`src/rtl/mem_access.sv`:
```
// mem_access: memory stage between EX and write-back.
// ALU results pass straight to the output register. RV32I loads and stores are
// run one byte per cycle on an 8-bit RAM port, least significant byte first.
`timescale 1ns/1ps
module mem_access #(
  parameter int ADDR_WIDTH = 32
) (
  input  logic                  clk,
  input  logic                  rst,
  input  logic                  in_valid_i,
  output logic                  in_ready_o,
  input  logic [6:0]            opcode_i,
  input  logic [2:0]            func3_i,
  input  logic [4:0]            wd_i,
  input  logic                  wreg_i,
  input  logic [31:0]           wdata_i,
  input  logic [31:0]           store_data_i,
  output logic [ADDR_WIDTH-1:0] mem_a_o,
  output logic [7:0]            mem_dout_o,
  output logic                  mem_wr_o,
  input  logic [7:0]            mem_din_i,
  output logic                  out_valid_o,
  input  logic                  out_ready_i,
  output logic [4:0]            wd_o,
  output logic                  wreg_o,
  output logic [31:0]           wdata_o,
  output logic                  stall_req_o
);

  localparam logic [6:0] OP_LOAD  = 7'b0000011;
  localparam logic [6:0] OP_STORE = 7'b0100011;

  typedef enum logic [1:0] {IDLE = 2'd0, LOAD = 2'd1, STORE = 2'd2} state_t;

  state_t      state;
  state_t      state_nxt;
  logic        accept;
  logic        is_load;
  logic        is_store;
  logic [2:0]  idx;
  logic [2:0]  nxt_off;
  logic [1:0]  byte_sel;
  logic [31:0] addr_nxt;
  logic [7:0]  st_byte;
  logic [31:0] buf_nxt;

  // Transaction registers captured on accept (no reset: only read while busy)
  logic [31:0] addr_p1;
  logic [31:0] sdata_p1;
  logic [2:0]  func3_p1;
  logic [4:0]  wd_p1;
  logic        wreg_p1;
  logic [2:0]  nbytes_p1;
  logic [31:0] buf_p1;

  // Byte count of a load; unrecognised widths behave as LW.
  function automatic logic [2:0] load_len(input logic [2:0] f3);
    case (f3)
      3'b000, 3'b100: load_len = 3'd1;
      3'b001, 3'b101: load_len = 3'd2;
      default:        load_len = 3'd4;
    endcase
  endfunction

  // Byte count of a store; unrecognised widths behave as SW.
  function automatic logic [2:0] store_len(input logic [2:0] f3);
    case (f3)
      3'b000:  store_len = 3'd1;
      3'b001:  store_len = 3'd2;
      default: store_len = 3'd4;
    endcase
  endfunction

  // Sign- or zero-extend the assembled load word according to its width.
  function automatic logic [31:0] load_extend(input logic [31:0] w, input logic [2:0] f3);
    logic signed [31:0] ext;
    case (f3)
      3'b000:  ext = signed'({{24{w[7]}}, w[7:0]});
      3'b001:  ext = signed'({{16{w[15]}}, w[15:0]});
      3'b100:  ext = signed'({24'd0, w[7:0]});
      3'b101:  ext = signed'({16'd0, w[15:0]});
      default: ext = signed'(w);
    endcase
    load_extend = ext;
  endfunction

  assign is_load  = (opcode_i == OP_LOAD);
  assign is_store = (opcode_i == OP_STORE);
  assign accept   = in_valid_i & in_ready_o;
  assign nxt_off  = idx + 3'd1;
  assign byte_sel = 2'(idx - 3'd1);
  assign addr_nxt = addr_p1 + {29'd0, nxt_off};
  assign st_byte  = sdata_p1[{nxt_off[1:0], 3'b000} +: 8];

  // Load word with the byte arriving this cycle merged in at its lane.
  always_comb begin
    buf_nxt = buf_p1;
    if ((state == LOAD) && (idx != 3'd0)) begin
      buf_nxt[{byte_sel, 3'b000} +: 8] = mem_din_i;
    end
  end

  // State register.
  always_ff @(posedge clk or negedge rst) begin
    if (!rst) state <= IDLE;
    else      state <= state_nxt;
  end

  // Next-state: a load finishes once its last byte has returned, a store once its last byte is written.
  always_comb begin
    state_nxt = state;
    case (state)
      IDLE: begin
        if (accept && is_load)       state_nxt = LOAD;
        else if (accept && is_store) state_nxt = STORE;
      end
      LOAD:    if (idx == nbytes_p1)     state_nxt = IDLE;
      STORE:   if (nxt_off == nbytes_p1) state_nxt = IDLE;
      default: state_nxt = IDLE;
    endcase
  end

  // Handshake outputs: accept only when idle and the output register is free or draining.
  always_comb begin
    in_ready_o  = (state == IDLE) & (~out_valid_o | out_ready_i);
    stall_req_o = in_valid_i & ~in_ready_o;
  end

  // Input capture stage (p0 -> p1): latch the transaction and collect load bytes.
  always_ff @(posedge clk) begin
    if (accept) begin
      addr_p1   <= wdata_i;
      sdata_p1  <= store_data_i;
      func3_p1  <= func3_i;
      wd_p1     <= wd_i;
      wreg_p1   <= wreg_i;
      nbytes_p1 <= is_store ? store_len(func3_i) : load_len(func3_i);
    end
    if (state == LOAD) buf_p1 <= buf_nxt;
  end

  // RAM port and write-back register stage; reset abandons any access in flight.
  always_ff @(posedge clk or negedge rst) begin
    if (!rst) begin
      idx         <= 3'd0;
      out_valid_o <= 1'b0;
      wd_o        <= 5'd0;
      wreg_o      <= 1'b0;
      wdata_o     <= 32'd0;
      mem_a_o     <= '0;
      mem_dout_o  <= 8'd0;
      mem_wr_o    <= 1'b0;
    end else begin
      if (out_valid_o && out_ready_i) out_valid_o <= 1'b0;
      case (state)
        IDLE: begin
          if (accept) begin
            idx <= 3'd0;
            if (is_load) begin
              mem_a_o  <= wdata_i[ADDR_WIDTH-1:0];
              mem_wr_o <= 1'b0;
            end else if (is_store) begin
              mem_a_o    <= wdata_i[ADDR_WIDTH-1:0];
              mem_dout_o <= store_data_i[7:0];
              mem_wr_o   <= 1'b1;
            end else begin
              out_valid_o <= 1'b1;
              wd_o        <= wd_i;
              wreg_o      <= wreg_i & (wd_i != 5'd0);
              wdata_o     <= wdata_i;
            end
          end
        end
        LOAD: begin
          idx <= nxt_off;
          if (idx == nbytes_p1) begin
            out_valid_o <= 1'b1;
            wd_o        <= wd_p1;
            wreg_o      <= wreg_p1 & (wd_p1 != 5'd0);
            wdata_o     <= load_extend(buf_nxt, func3_p1);
          end else if (nxt_off < nbytes_p1) begin
            mem_a_o <= addr_nxt[ADDR_WIDTH-1:0];
          end
        end
        STORE: begin
          idx <= nxt_off;
          if (nxt_off == nbytes_p1) begin
            mem_wr_o    <= 1'b0;
            out_valid_o <= 1'b1;
            wd_o        <= wd_p1;
            wreg_o      <= 1'b0;
            wdata_o     <= addr_p1;
          end else begin
            mem_a_o    <= addr_nxt[ADDR_WIDTH-1:0];
            mem_dout_o <= st_byte;
          end
        end
        default: mem_wr_o <= 1'b0;
      endcase
    end
  end

endmodule

```
`config.mk`:
```
export PLATFORM = sky130hd
export DESIGN_NAME = mem_access
export DESIGN_NICKNAME = d
export VERILOG_FILES = /design/src/rtl/mem_access.sv
export SDC_FILE = /design/constraint.sdc
export NUM_CORES = 1
export LEC_CHECK = 0
export CORE_MARGIN = 8
export CORE_UTILIZATION = 40
export DETAILED_ROUTE_END_ITERATION = 6
export PLACE_DENSITY = 0.66
export SLEW_MARGIN = 10
export SYNTH_ARGS = -nofsm -noshare
export SYNTH_HDL_FRONTEND = slang
export SYNTH_SLANG_ARGS = --single-unit
```
`constraint.sdc`:
```
create_clock -name clk -period 4.5 [get_ports clk]
set_input_delay 1.35 -clock clk [delete_from_list [all_inputs] [get_ports clk]]
set_output_delay 1.35 -clock clk [all_outputs]
set_load 0.01 [all_outputs]
```
# Word-level counts from Yosys, hierarchy flattened
# Cells that the tools add are included.
# classes
n_eq_ne	23
order_cmp	1
mux	54
bitwise_logic	9
n_addsub	4
n_shift	3
reduce_logical	22
# op_table
operator	count
$mux W32	12
$pmux W32 S3	2
$pmux W32 S4	1
$add A32 B3 Y32	1
$bwmux W32	1
$mux W8	4
$shift A8 B7 Y32 const A	1
$shiftx A32 B6 Y8	1
$shiftx A8 B7 Y32	1
$mux W5	5
$pmux W3 S2	3
$ne A2 B2 Y1 const B	8
$pmux W8 S2	1
$pmux W5 S3	1
$mux W1	14
$eq A3 B3 Y1 const B	4
$reduce_and A6 Y1	2
$reduce_bool A5 Y1	2
$pmux W1 S3	3
$mux W2	4
$eq A7 B2 Y1 const B	1
$eq A7 B6 Y1 const B	1
$neg A5 Y7	1
$eq A3 B1 Y1 const B	2
other kinds (23)	40
# word_totals
regBits	193
wordCells	132

# Logic depth before layout (Yosys ltp)
# Gate-level depths: netlist of run 1.
# logic_depth
depth_word	8
depth_mapped	12
ltp_nobuf	9

# Worst setup path after synthesis of run 1
# OpenSTA, ideal clock, no wires.
# synth_timing
kind	input port to flip-flop
startpoint	input port out_ready_i
endpoint	register mem_a_o[27]
slack_ns	-0.749
cell_stages	7
arrival_ns	5.104
path_buffers	2
path_cell_list	nand2b_1 > and3_1 > clkbuf_1 > a21boi_1 > clkbuf_1 > o31ai_1 > o221ai_1
# synth_via
elab_chain_cells	5
# synth_lines
item	line_no	source
start, declared	23	input logic out_ready_i,
$or A1 B1 Y1	125	in_ready_o = (state == IDLE) & (~out_valid_o | out_ready_i);
$and A1 B1 Y1	125	
$and A1 B1 Y1	89	assign accept = in_valid_i & in_ready_o;
named net accept	37	logic accept;
$ne A2 B2 Y1 (no source line)	-	
$reduce_and A6 Y1 (no source line)	-	
end signal, assigned	160	mem_a_o <= wdata_i[ADDR_WIDTH-1:0];
end signal, assigned	163	mem_a_o <= wdata_i[ADDR_WIDTH-1:0];
end signal, assigned	182	mem_a_o <= addr_nxt[ADDR_WIDTH-1:0];
end, declared	18	output logic [ADDR_WIDTH-1:0] mem_a_o,
# The timed path passes the listed nets, and every way through them passes these cells.
# A chain may end at the register's enable or synchronous reset.

# Worst setup path after layout of run 1
# layout_timing
startpoint	input port out_ready_i
endpoint	output port stall_req_o
# layout_via
elab_chain_cells	4
# layout_lines
item	line_no	source
$or A1 B1 Y1	125	
$and A1 B1 Y1	125	
$not A1 Y1	126	stall_req_o = in_valid_i & ~in_ready_o;
$and A1 B1 Y1	126	
end, declared	27	output logic stall_req_o
# Every way passes these cells.

==> summary.md, run 1 <==
| Metric | Value |
|---|---|
| DPL Wire Length | `20.7 mm` |
| Initial core utilization | `40.6%` |
| Status | `finished clean` |
| Ports | `174` |
| Cell variety after synth | `72` |
| First drt pass iteration count | `5` |
| Vias after detailed routing | `7761` |
| Vias in the first global route | `7842` |
| Worst path slowest cell | `clkdlybuf4s50_1` |
| Syn Nets | `964` |
| Peak supply drop | `0.000289 V` |
| Register share of total power | `36.4%` |
| Register area share after synthesis | `54.6%` |
| Crit path required time | `3150 ps` |
| Fin crit share | `91.9%` |
| Crit-path max cell delay | `540 ps` |
| Ys async rst share | `44.0%` |
| Detailed-route vias per instance | `5.80` |
| Filler cells | `2188` |
| Dominant cells by area after synthesis | `edfxtp_1 33%, dfrtp_1 22%, o31ai_1 3.5%` |
| Number of flops mapped to enable cells by yosys | `108` |
| Mean post-synth cell area | `11.5 um2` |
| RSZ-0062 raised after global routing | `false` |
| Critical Path End Type | `primary output` |
| CTS H-Tree Depth | `4` |
| Power share of the combinational group | `43.2%` |
| Antenna-violating nets left | `0` |
| Worst hold path class | `reg2reg` |
| Share of cells above drive strength 1 | `10.3%` |
| Max Slew Vio Count | `0` |
| First-pass GRT wire length | `45.2 mm` |
| Fmax | `242 MHz` |
| Starting DRT DRC Count | `750` |
| Die area | `29900 um2` |
| Initial antenna violation count | `1` |
| Final Critical Period | `4140 ps` |
| Ys flop type | `edfxtp_1` |
| ANT cells | `0` |
| Hold buffers post-CTS | `0` |
| Switch Pwr | `2.95 mW` |
| Startpoint Class | `input port` |
| Clock sink count | `193` |
| CP max FO | `6` |
| # Max-Cap Violations | `0` |
| Slew @ Worst Pin | `980 ps` |
| Clock network power share | `20.3%` |
| Power Total | `7.71 mW` |
| Clk buf depth | `2` |
| Clk pin slew, worst setup/hold paths | `70 ps` |
| Most common cell after layout, fill and taps aside | `clkdlybuf4s50_1` |
| TritonCTS Buffers | `17` |
| Final setup viols | `0` |
| Nets@finish | `1108` |
| Die H | `173 um` |
| GRT Total Usage | `19.1%` |
| Syn Inst Count | `856` |
| Port Buf Inserts | `173` |
| Internal | `4.76 mW` |
| Largest net degree at the start of global routing | `69` |
| Core Footprint | `24200 um2` |
| CP Cell Sequence | `clkdlybuf4s50_1 -> nand2b_1 -> and2_1 -> nor2_1 -> clkdlybuf4s50_1` |
| Most frequent cells in the layout | `172 x clkdlybuf4s50_1, 108 x edfxtp_1, 85 x dfrtp_1` |
| Number of remaining DRC errors | `0` |
| Layout Skew | `11.8 ps` |
| Synth Register Bits | `193` |
| Final WL | `29.0 mm` |
| CTS root buf | `clkbuf_16` |
| Post-CTS sizing | `0` |
| Pwr/cell area | `619 nW/um2` |
| Pleak | `4.50 nW` |
| Ys Warns | `0` |
| FP Rows | `57` |
| Critical path type | `in2out` |
| Die Wd | `173 um` |
| Total grt overflow | `0` |
| CTS tree | `yes` |
| Sw Ratio | `38.3%` |
| Normalized max-slew margin | `34.5%` |
| P&R area growth vs syn | `26.5%` |
| Post-CTS setup buffers | `0` |
| Fin Setup TNS | `0 ps` |
| WL per Instance | `21.7 um` |
| WP data arrival | `2790 ps` |
| Netlist Area Pre-Place | `9840 um2` |
| Placer congestion estimate | `0.841` |
| Most frequent CP cell | `clkdlybuf4s50_1` |
| Clk_lat worst skew | `440 ps` |
| Final Hold Fails | `0` |
| Synth area leader | `edfxtp_1` |
| Share of the synthesized area in the top cell type | `33.0%` |
final cells by class:
type / count / area [um2] / area share, %
sequential: 193 / 5370 / 43.1
multi-input combinational: 580 / 4150 / 33.3
timing repair buffer: 191 / 1860 / 15.0
clock buffer: 17 / 425 / 3.42
tap: 324 / 405 / 3.26
clock inverter: 15 / 169 / 1.36
inverter: 17 / 63.8 / 0.513
flip-flops by register name, indices dropped and copies added (netlist names):
signal,count
addr_p1,32
buf_p1,32
mem_a_o,32
sdata_p1,32
wdata_o,32
mem_dout_o,8
wd_o,5
wd_p1,5
func3_p1,3
idx,3
nbytes_p1,3
state,2
mem_wr_o,1
out_valid_o,1
wreg_o,1
wreg_p1,1
cell usage after synthesis (4+ instances only):
master	n
edfxtp_1	108
nand4_1	14
xor2_1	4
nand2_1	74
a21oi_1	46
dfrtp_1	85
and3_1	6
nor4_1	6
xnor2_1	21
mux4_1	6
o22ai_2	8
or4_1	15
nand3_1	27
mux2i_1	5
buf_2	13
a221oi_1	5
or3_1	4
o211ai_1	4
or2_2	4
o311a_1	8
nor3_1	17
o21ai_1	7
o22ai_1	9
nor2_1	28
a22o_1	4
clkbuf_1	46
nand2b_1	15
buf_1	5
inv_1	16
ha_1	15
mux2_2	19
nor2b_1	10
nor4_2	4
a21o_1	13
nor4b_1	4
mux2_1	14
a31oi_1	24
o21ai_0	42
o31ai_1	46
o221ai_1	12
per-stage QoR:
step	worst slack, ps	cells	utilization (%)	hold WS [ps]	cell area (um2)
after CTS	357	1337	51.3	503	12400
after floorplan	622	856	-	512	9840
after detailed placement	373	1305	48.9	486	11900
after global routing	280	1337	51.3	513	12400
final	364	1337	51.3	496	12400
after global placement	384	1305	48.9	477	11900
power groups by stage:
stage | clock, mW | sequential [mW] | combinational, mW
2_1_floorplan | 0 | 2.90 | 1.75
3_3_place_gp | 0 | 2.83 | 3.31
3_5_place_dp | 0 | 2.84 | 3.36
4_1_cts | 1.59 | 2.80 | 3.37
5_1_grt | 1.65 | 2.87 | 3.63
6_report | 1.57 | 2.81 | 3.33
cells by family (layout without fill, tap and decap cells):
family / Yosys count / count (layout) / share of synthesized area, %
compound gates: 253 / 253 / 18.4
simple gates: 240 / 240 / 12.9
flops: 193 / 193 / 54.6
buf+inv: 83 / 240 / 3.45
mux: 46 / 46 / 6.34
xor+xnor: 25 / 25 / 2.23
fa+ha+maj: 16 / 16 / 2.11
critical path, delay by kind of cell:
| kind | cells | cell delay (ps) |
|---|---|---|
| buffers and inverters | 2 | 920 |
| AND/OR/NAND/NOR | 3 | 510 |
worst paths after layout:
check / start / to / slack, ps / cells past startpoint
worst max-delay path: out_ready_i / stall_req_o / 360 / 5
worst min-delay path: mem_a_o[3]$_DFFE_PN0P_ / mem_a_o[3]$_DFFE_PN0P_ / 500 / 1
worst max register to register: idx[1]$_DFFE_PN0P_ / mem_a_o[31]$_DFFE_PN0P_ / 1020 / 8
worst min register to register: mem_a_o[3]$_DFFE_PN0P_ / mem_a_o[3]$_DFFE_PN0P_ / 500 / 1
max in group asynchronous: rst / mem_a_o[11]$_DFFE_PN0P_ / 2710 / 2
min in group asynchronous: rst / wdata_o[19]$_DFFE_PN0P_ / 1040 / 1
layer usage:
| layer | track usage (%) | wire length [um] | vias up |
|---|---|---|---|
| met3 | 6.25 | 2750 | 42 |
| met2 | 29.8 | 13200 | 352 |
| met5 | 0 | 15 | - |
| met4 | 6.47 | 641 | 2 |
| li1 | - | - | 3586 |
| met1 | 24.7 | 12300 | 3779 |
Power figures use the tool's default switching activity.
==> run 2: changes to the inputs <==
- CORE_ASPECT_RATIO: unset -> 1.1
==> run 2 against run 1 <==
Net effect: wire length down 1.1%; sequential power about the same; sequential share of layout area barely moved; global-route usage up 0.16 points; fmax fell by 0.35%; sequential cell count is the same; core utilization shrank 0.11 points; critical path depth is the same.
==> summary.md, run 2 (synthesized netlist as in run 1, its figures left out) <==
| Metric | Value |
|---|---|
| Clk buf depth | `2 (unchanged)` |
| Status | `finished clean` |
| CP max FO | `6 (unchanged)` |
| Die area | `29900 um2 (about the same)` |
| GRT Total Usage | `19.3% (+0.16 points)` |
| TritonCTS Buffers | `17 (unchanged)` |
| Slew @ Worst Pin | `880 ps (-101 ps)` |
| WP data arrival | `2800 ps (about the same)` |
| FP Rows | `60 (+5.3%)` |
| Flop-to-flop setup slack | `1060 ps (+40 ps)` |
| Starting DRT DRC Count | `742 (-1.1%)` |
| Clock sink count | `193 (unchanged)` |
| Critical Path End Type | `primary output` |
| Crit path required time | `3150 ps (about the same)` |
| CP Cell Sequence | `clkdlybuf4s50_1 -> nand2b_1 -> and2_1 -> nor2_1 -> clkdlybuf4s50_1` |
| Ports | `174 (unchanged)` |
| Min-Delay Startpoint | `mem_a_o[7]$_DFFE_PN0P_` |
| Max Slew Vio Count | `0 (unchanged)` |
| Met1 Wirelength | `11.7 mm (-4.9%)` |
| Final WS setup | `349 ps (-14.5 ps)` |
| Worst hold path class | `reg2reg` |
| Post-CTS sizing | `0 (unchanged)` |
| Total grt overflow | `0 (unchanged)` |
| Vias in the first global route | `8012 (+2.2%)` |
| Worst R2R Start | `idx[0]$_DFFE_PN0P_` |
| CTS root buf | `clkbuf_16` |
| Die H | `181 um (+4.4%)` |
| First-pass GRT wire length | `44.9 mm (-0.61%)` |
| Largest net degree at the start of global routing | `63 (-8.7%)` |
| Die Wd | `166 um (-4.2%)` |
| Antenna-violating nets left | `0 (unchanged)` |
| CTS H-Tree Depth | `4 (unchanged)` |
| Pwr/cell area | `620 nW/um2 (about the same)` |
| Detailed-route vias per instance | `5.80 (about the same)` |
| First drt pass iteration count | `6 (+1)` |
| Power Total | `7.72 mW (+0.16%)` |
| Filler cells | `2209 (+0.96%)` |
| Most frequent cells in the layout | `172 x clkdlybuf4s50_1, 108 x edfxtp_1, 85 x dfrtp_1` |
| Clk pin slew, worst setup/hold paths | `80 ps (about the same)` |
| ANT cells | `0 (unchanged)` |
| Initial antenna violation count | `1 (unchanged)` |
| Pre-CTS setup slack | `358 ps (-14.8 ps)` |
| Vias after detailed routing | `7679 (-1.1%)` |
| Worst hold stages | `1 (unchanged)` |
| Met2 WL | `13.4 mm (+1.6%)` |
| Critical path type | `in2out` |
| CTS tree | `yes` |
| WL per Instance | `21.6 um (about the same)` |
| Final setup viols | `0 (unchanged)` |
| Fin Setup TNS | `0 ps (unchanged)` |
| Top Metal Used | `met5` |
| Worst Hold Path EP | `mem_a_o[7]$_DFFE_PN0P_` |
| Fin crit share | `92.2% (+0.32 points)` |
| Core Footprint | `24300 um2 (+0.31%)` |
| Top delay family on crit path | `buffers and inverters` |
| Pleak | `4.51 nW (+0.18%)` |
| R2R depth | `8 (unchanged)` |
| Placer congestion estimate | `0.825 (-1.9%)` |
| Post-Route Utilization | `51.2% (-0.11 points)` |
| Layout Skew | `12.8 ps (+1.02 ps)` |
| # Max-Cap Violations | `0 (unchanged)` |
| RR Endpoint | `wdata_o[18]$_DFFE_PN0P_` |
| Most common cell after layout, fill and taps aside | `clkdlybuf4s50_1` |
| CP bufs+invs | `2 (unchanged)` |
| Nets@finish | `1108 (unchanged)` |
| Most frequent CP cell | `clkdlybuf4s50_1` |
| Number of remaining DRC errors | `0 (unchanged)` |
| Crit-path max cell delay | `540 ps (about the same)` |
| Hold buffers post-CTS | `0 (unchanged)` |
| Cell depth of the worst setup path | `5 (unchanged)` |
| Startpoint Class | `input port` |
| Share of cells above drive strength 1 | `10.2% (-0.099 points)` |
| WL met3 | `2.60 mm (-5.3%)` |
| Final Critical Period | `4150 ps (+14.5 ps)` |
| Peak supply drop | `0.000354 V (+23%)` |
| Final Hold Fails | `0 (unchanged)` |
| Normalized max-slew margin | `39.8% (+5.3 points)` |
| Port Buf Inserts | `173 (unchanged)` |
| P&R area growth vs syn | `26.6%` |
| RSZ-0062 raised after global routing | `false` |
| Post-CTS setup buffers | `0 (unchanged)` |
| Fmax | `241 MHz (-0.35%)` |
| Clk_lat worst skew | `450 ps (about the same)` |
| Worst path slowest cell | `clkdlybuf4s50_1` |
| Final WL | `28.6 mm (-1.1%)` |
| DPL Wire Length | `20.8 mm (+0.23%)` |
| Initial core utilization | `40.5% (-0.13 points)` |
run 2: changes by cell type in the layout (fill, tap and decap cells not counted):
cell	previous run	this run
clkinv_2	1	0
ha_1	12	13
clkinv_8	1	6
ha_2	3	2
bufinv_16	1	0
inv_12	0	2
inv_6	5	3
inv_8	5	4
clkinv_4	2	0
run 2: area by class of cell:
cell class              count  area, um2  share of cell area [%]
flip-flops and latches    193       5370                    43.1
multi-input cells         580       4150                    33.3
repair buffers            191       1860                    15.0
clock buffers              17        425                    3.41
well taps                 310        388                    3.11
clock inverters            15        201                    1.62
inverters                  17       63.8                   0.512
run 2: how the worst max path moves through the flow:
stage                           start                 endpoint
after floorplan           out_ready_i  mem_a_o[27]$_DFFE_PN0P_
after global placement    out_ready_i              stall_req_o
after detailed placement  out_ready_i              stall_req_o
after CTS                 out_ready_i              stall_req_o
after global routing      out_ready_i              stall_req_o
final                     out_ready_i              stall_req_o
run 2: routing by layer:
metal	vias to the layer above	global-route usage [%]
met1	3739	24.3
met5	-	0
met3	54	6.54
met4	2	7.15
li1	3584	-
met2	300	29.9
run 2: per-stage QoR:
step	area (um2)	std cells	hold WS, ps
global placement	11800	1291	478
CTS	12500	1323	506
finish	12500	1323	499
global route	12500	1323	530
detailed placement	11800	1291	485
floorplan	9840	856	512
run 2: power breakdown:
group	switching, mW	internal [mW]	leakage, nW
combinational	1.79	1.50	2.17
sequential	0.381	2.46	2.04
clock	0.821	0.771	0.303
total	3.00	4.73	4.51
==> run 3: changes to the inputs <==
- CORE_MARGIN: 8 -> 5
==> run 3 against run 2 <==
Net effect: critical path type unchanged; critical path depth stayed put; global-route usage up 0.11 points; hold slack worse by 2.6 ps.
==> summary.md, run 3 (synthesized netlist as in run 1, its figures left out) <==
| Metric | Value |
|---|---|
| Clk pin slew, worst setup/hold paths | `80 ps (about the same)` |
| Pwr/cell area | `619 nW/um2 (-0.12%)` |
| Register area | `5370 um2 (unchanged)` |
| DPL Wire Length | `19.8 mm (-4.9%)` |
| Clock sink count | `193 (unchanged)` |
| Share of cells above drive strength 1 | `10.1% (-0.089 points)` |
| Die Wd | `160 um (-3.6%)` |
| GRT Total Usage | `19.4% (+0.11 points)` |
| Total grt overflow | `0 (unchanged)` |
| Worst hold path class | `reg2reg` |
| Vias after detailed routing | `7710 (+0.40%)` |
| Status | `finished clean` |
| RSZ-0062 raised after global routing | `false` |
| Die H | `175 um (-3.3%)` |
| CTS H-Tree Depth | `4 (unchanged)` |
| Fin crit share | `91.7% (-0.55 points)` |
| Slew @ Worst Pin | `1030 ps (+148 ps)` |
| P&R area growth vs syn | `26.5% (about the same)` |
| Post-CTS sizing | `0 (unchanged)` |
| Pre-CTS setup slack | `391 ps (+33.2 ps)` |
| Critical Path End Type | `primary output` |
| Most frequent cells in the layout | `172 x clkdlybuf4s50_1, 108 x edfxtp_1, 85 x dfrtp_1` |
| Fmax | `242 MHz (+0.60%)` |
| TritonCTS Buffers | `17 (unchanged)` |
| Final Critical Period | `4130 ps (-24.8 ps)` |
| Startpoint Class | `input port` |
| Core Footprint | `24300 um2 (unchanged)` |
| Initial core utilization | `40.5% (unchanged)` |
| Final WS setup | `374 ps (+24.8 ps)` |
| Final Hold Fails | `0 (unchanged)` |
| Largest net degree at the start of global routing | `75 (+19%)` |
| Area of the multi-input gates | `4150 um2 (unchanged)` |
| Final setup viols | `0 (unchanged)` |
| CTS tree | `yes` |
| Initial antenna violation count | `1 (unchanged)` |
| DP Cell Count | `1290 (-0.077%)` |
| FP Rows | `60 (unchanged)` |
| Pleak | `4.51 nW (about the same)` |
| Starting DRT DRC Count | `563 (-24%)` |
| WP data arrival | `2780 ps (-20 ps)` |
| Hold buffers post-CTS | `0 (unchanged)` |
| Nets@finish | `1107 (-0.090%)` |
| # Max-Cap Violations | `0 (unchanged)` |
| First-pass GRT wire length | `43.2 mm (-3.8%)` |
| Die area | `27800 um2 (-6.8%)` |
| Filler cells | `2203 (-0.27%)` |
| Vias in the first global route | `7725 (-3.6%)` |
| Post-Layout Cell Count | `1322 (-0.076%)` |
| Ports | `174 (unchanged)` |
| Placer congestion estimate | `0.893 (+8.3%)` |
| Clk_lat worst skew | `440 ps (about the same)` |
| Antenna-violating nets left | `0 (unchanged)` |
| Critical path type | `in2out` |
| Crit path required time | `3150 ps (about the same)` |
| Layout Skew | `14.5 ps (+1.69 ps)` |
| Post-CTS setup buffers | `0 (unchanged)` |
| Detailed-route vias per instance | `5.83 (+0.48%)` |
| Peak supply drop | `0.000385 V (+8.7%)` |
| CP max FO | `6 (unchanged)` |
| WL per Instance | `21.0 um (-3.1%)` |
| CTS root buf | `clkbuf_16` |
| Number of remaining DRC errors | `0 (unchanged)` |
| Normalized max-slew margin | `31.5% (-8.4 points)` |
| Fin Setup TNS | `0 ps (unchanged)` |
| ANT cells | `0 (unchanged)` |
| Final WL | `27.7 mm (-3.2%)` |
| Max Slew Vio Count | `0 (unchanged)` |
| Most common cell after layout, fill and taps aside | `clkdlybuf4s50_1` |
| First drt pass iteration count | `5 (-1)` |
| Port Buf Inserts | `173 (unchanged)` |
| Clk buf depth | `2 (unchanged)` |
## run 3: layout make-up
cell class	instances	share of cell area, %
Sequential cell	193	43.1
Multi-Input combinational cell	580	33.3
Timing Repair Buffer	190	14.9
Clock buffer	17	3.42
Tap cell	310	3.11
Clock inverter	15	1.60
Inverter	17	0.512
## run 3: through the flow
step           total power [mW]  util (%)  hold slack [ps]  area [um2]
5_1_grt                    8.13      51.2              520       12500
6_report                   7.71      51.2              496       12500
3_3_place_gp               6.09      48.6              477       11800
4_1_cts                    7.74      51.2              502       12500
3_5_place_dp               6.15      48.6              484       11800
2_1_floorplan              4.66         -              512        9840
## run 3: metal layers
layer | GRT usage, % | part of all wire [%] | vias to the layer above
li1 | - | - | 3602
met1 | 25.5 | 43 | 3762
met2 | 31.5 | 47 | 307
met3 | 5.64 | 8.1 | 37
met4 | 5.01 | 2.0 | 2
met5 | 0 | 0.043 | -
## run 3: worst paths after layout
path                                   startpoint                      end  slack, ps  depth (start not counted)
max                                   out_ready_i              stall_req_o        370                          5
min                        mem_a_o[9]$_DFFE_PN0P_   mem_a_o[9]$_DFFE_PN0P_        500                          1
max reg2reg                    idx[0]$_DFFE_PN0P_   mem_a_o[3]$_DFFE_PN0P_       1090                         12
min reg2reg                mem_a_o[9]$_DFFE_PN0P_   mem_a_o[9]$_DFFE_PN0P_        500                          1
max in group asynchronous                     rst   mem_a_o[8]$_DFFE_PN0P_       2660                          2
min in group asynchronous                     rst  wdata_o[20]$_DFFE_PN0P_       1070                          1
## run 3: critical path: stages
cell	delay [ps]
clkdlybuf4s50_1	380
nand2b_1	210
and2_1	200
nor2_1	90
clkdlybuf4s50_1	540
## run 3: power breakdown
part           internal (mW)  leakage [nW]  switching, mW
clock network          0.775         0.304          0.823
logic                   1.50          2.17           1.78
registers               2.46          2.04          0.369
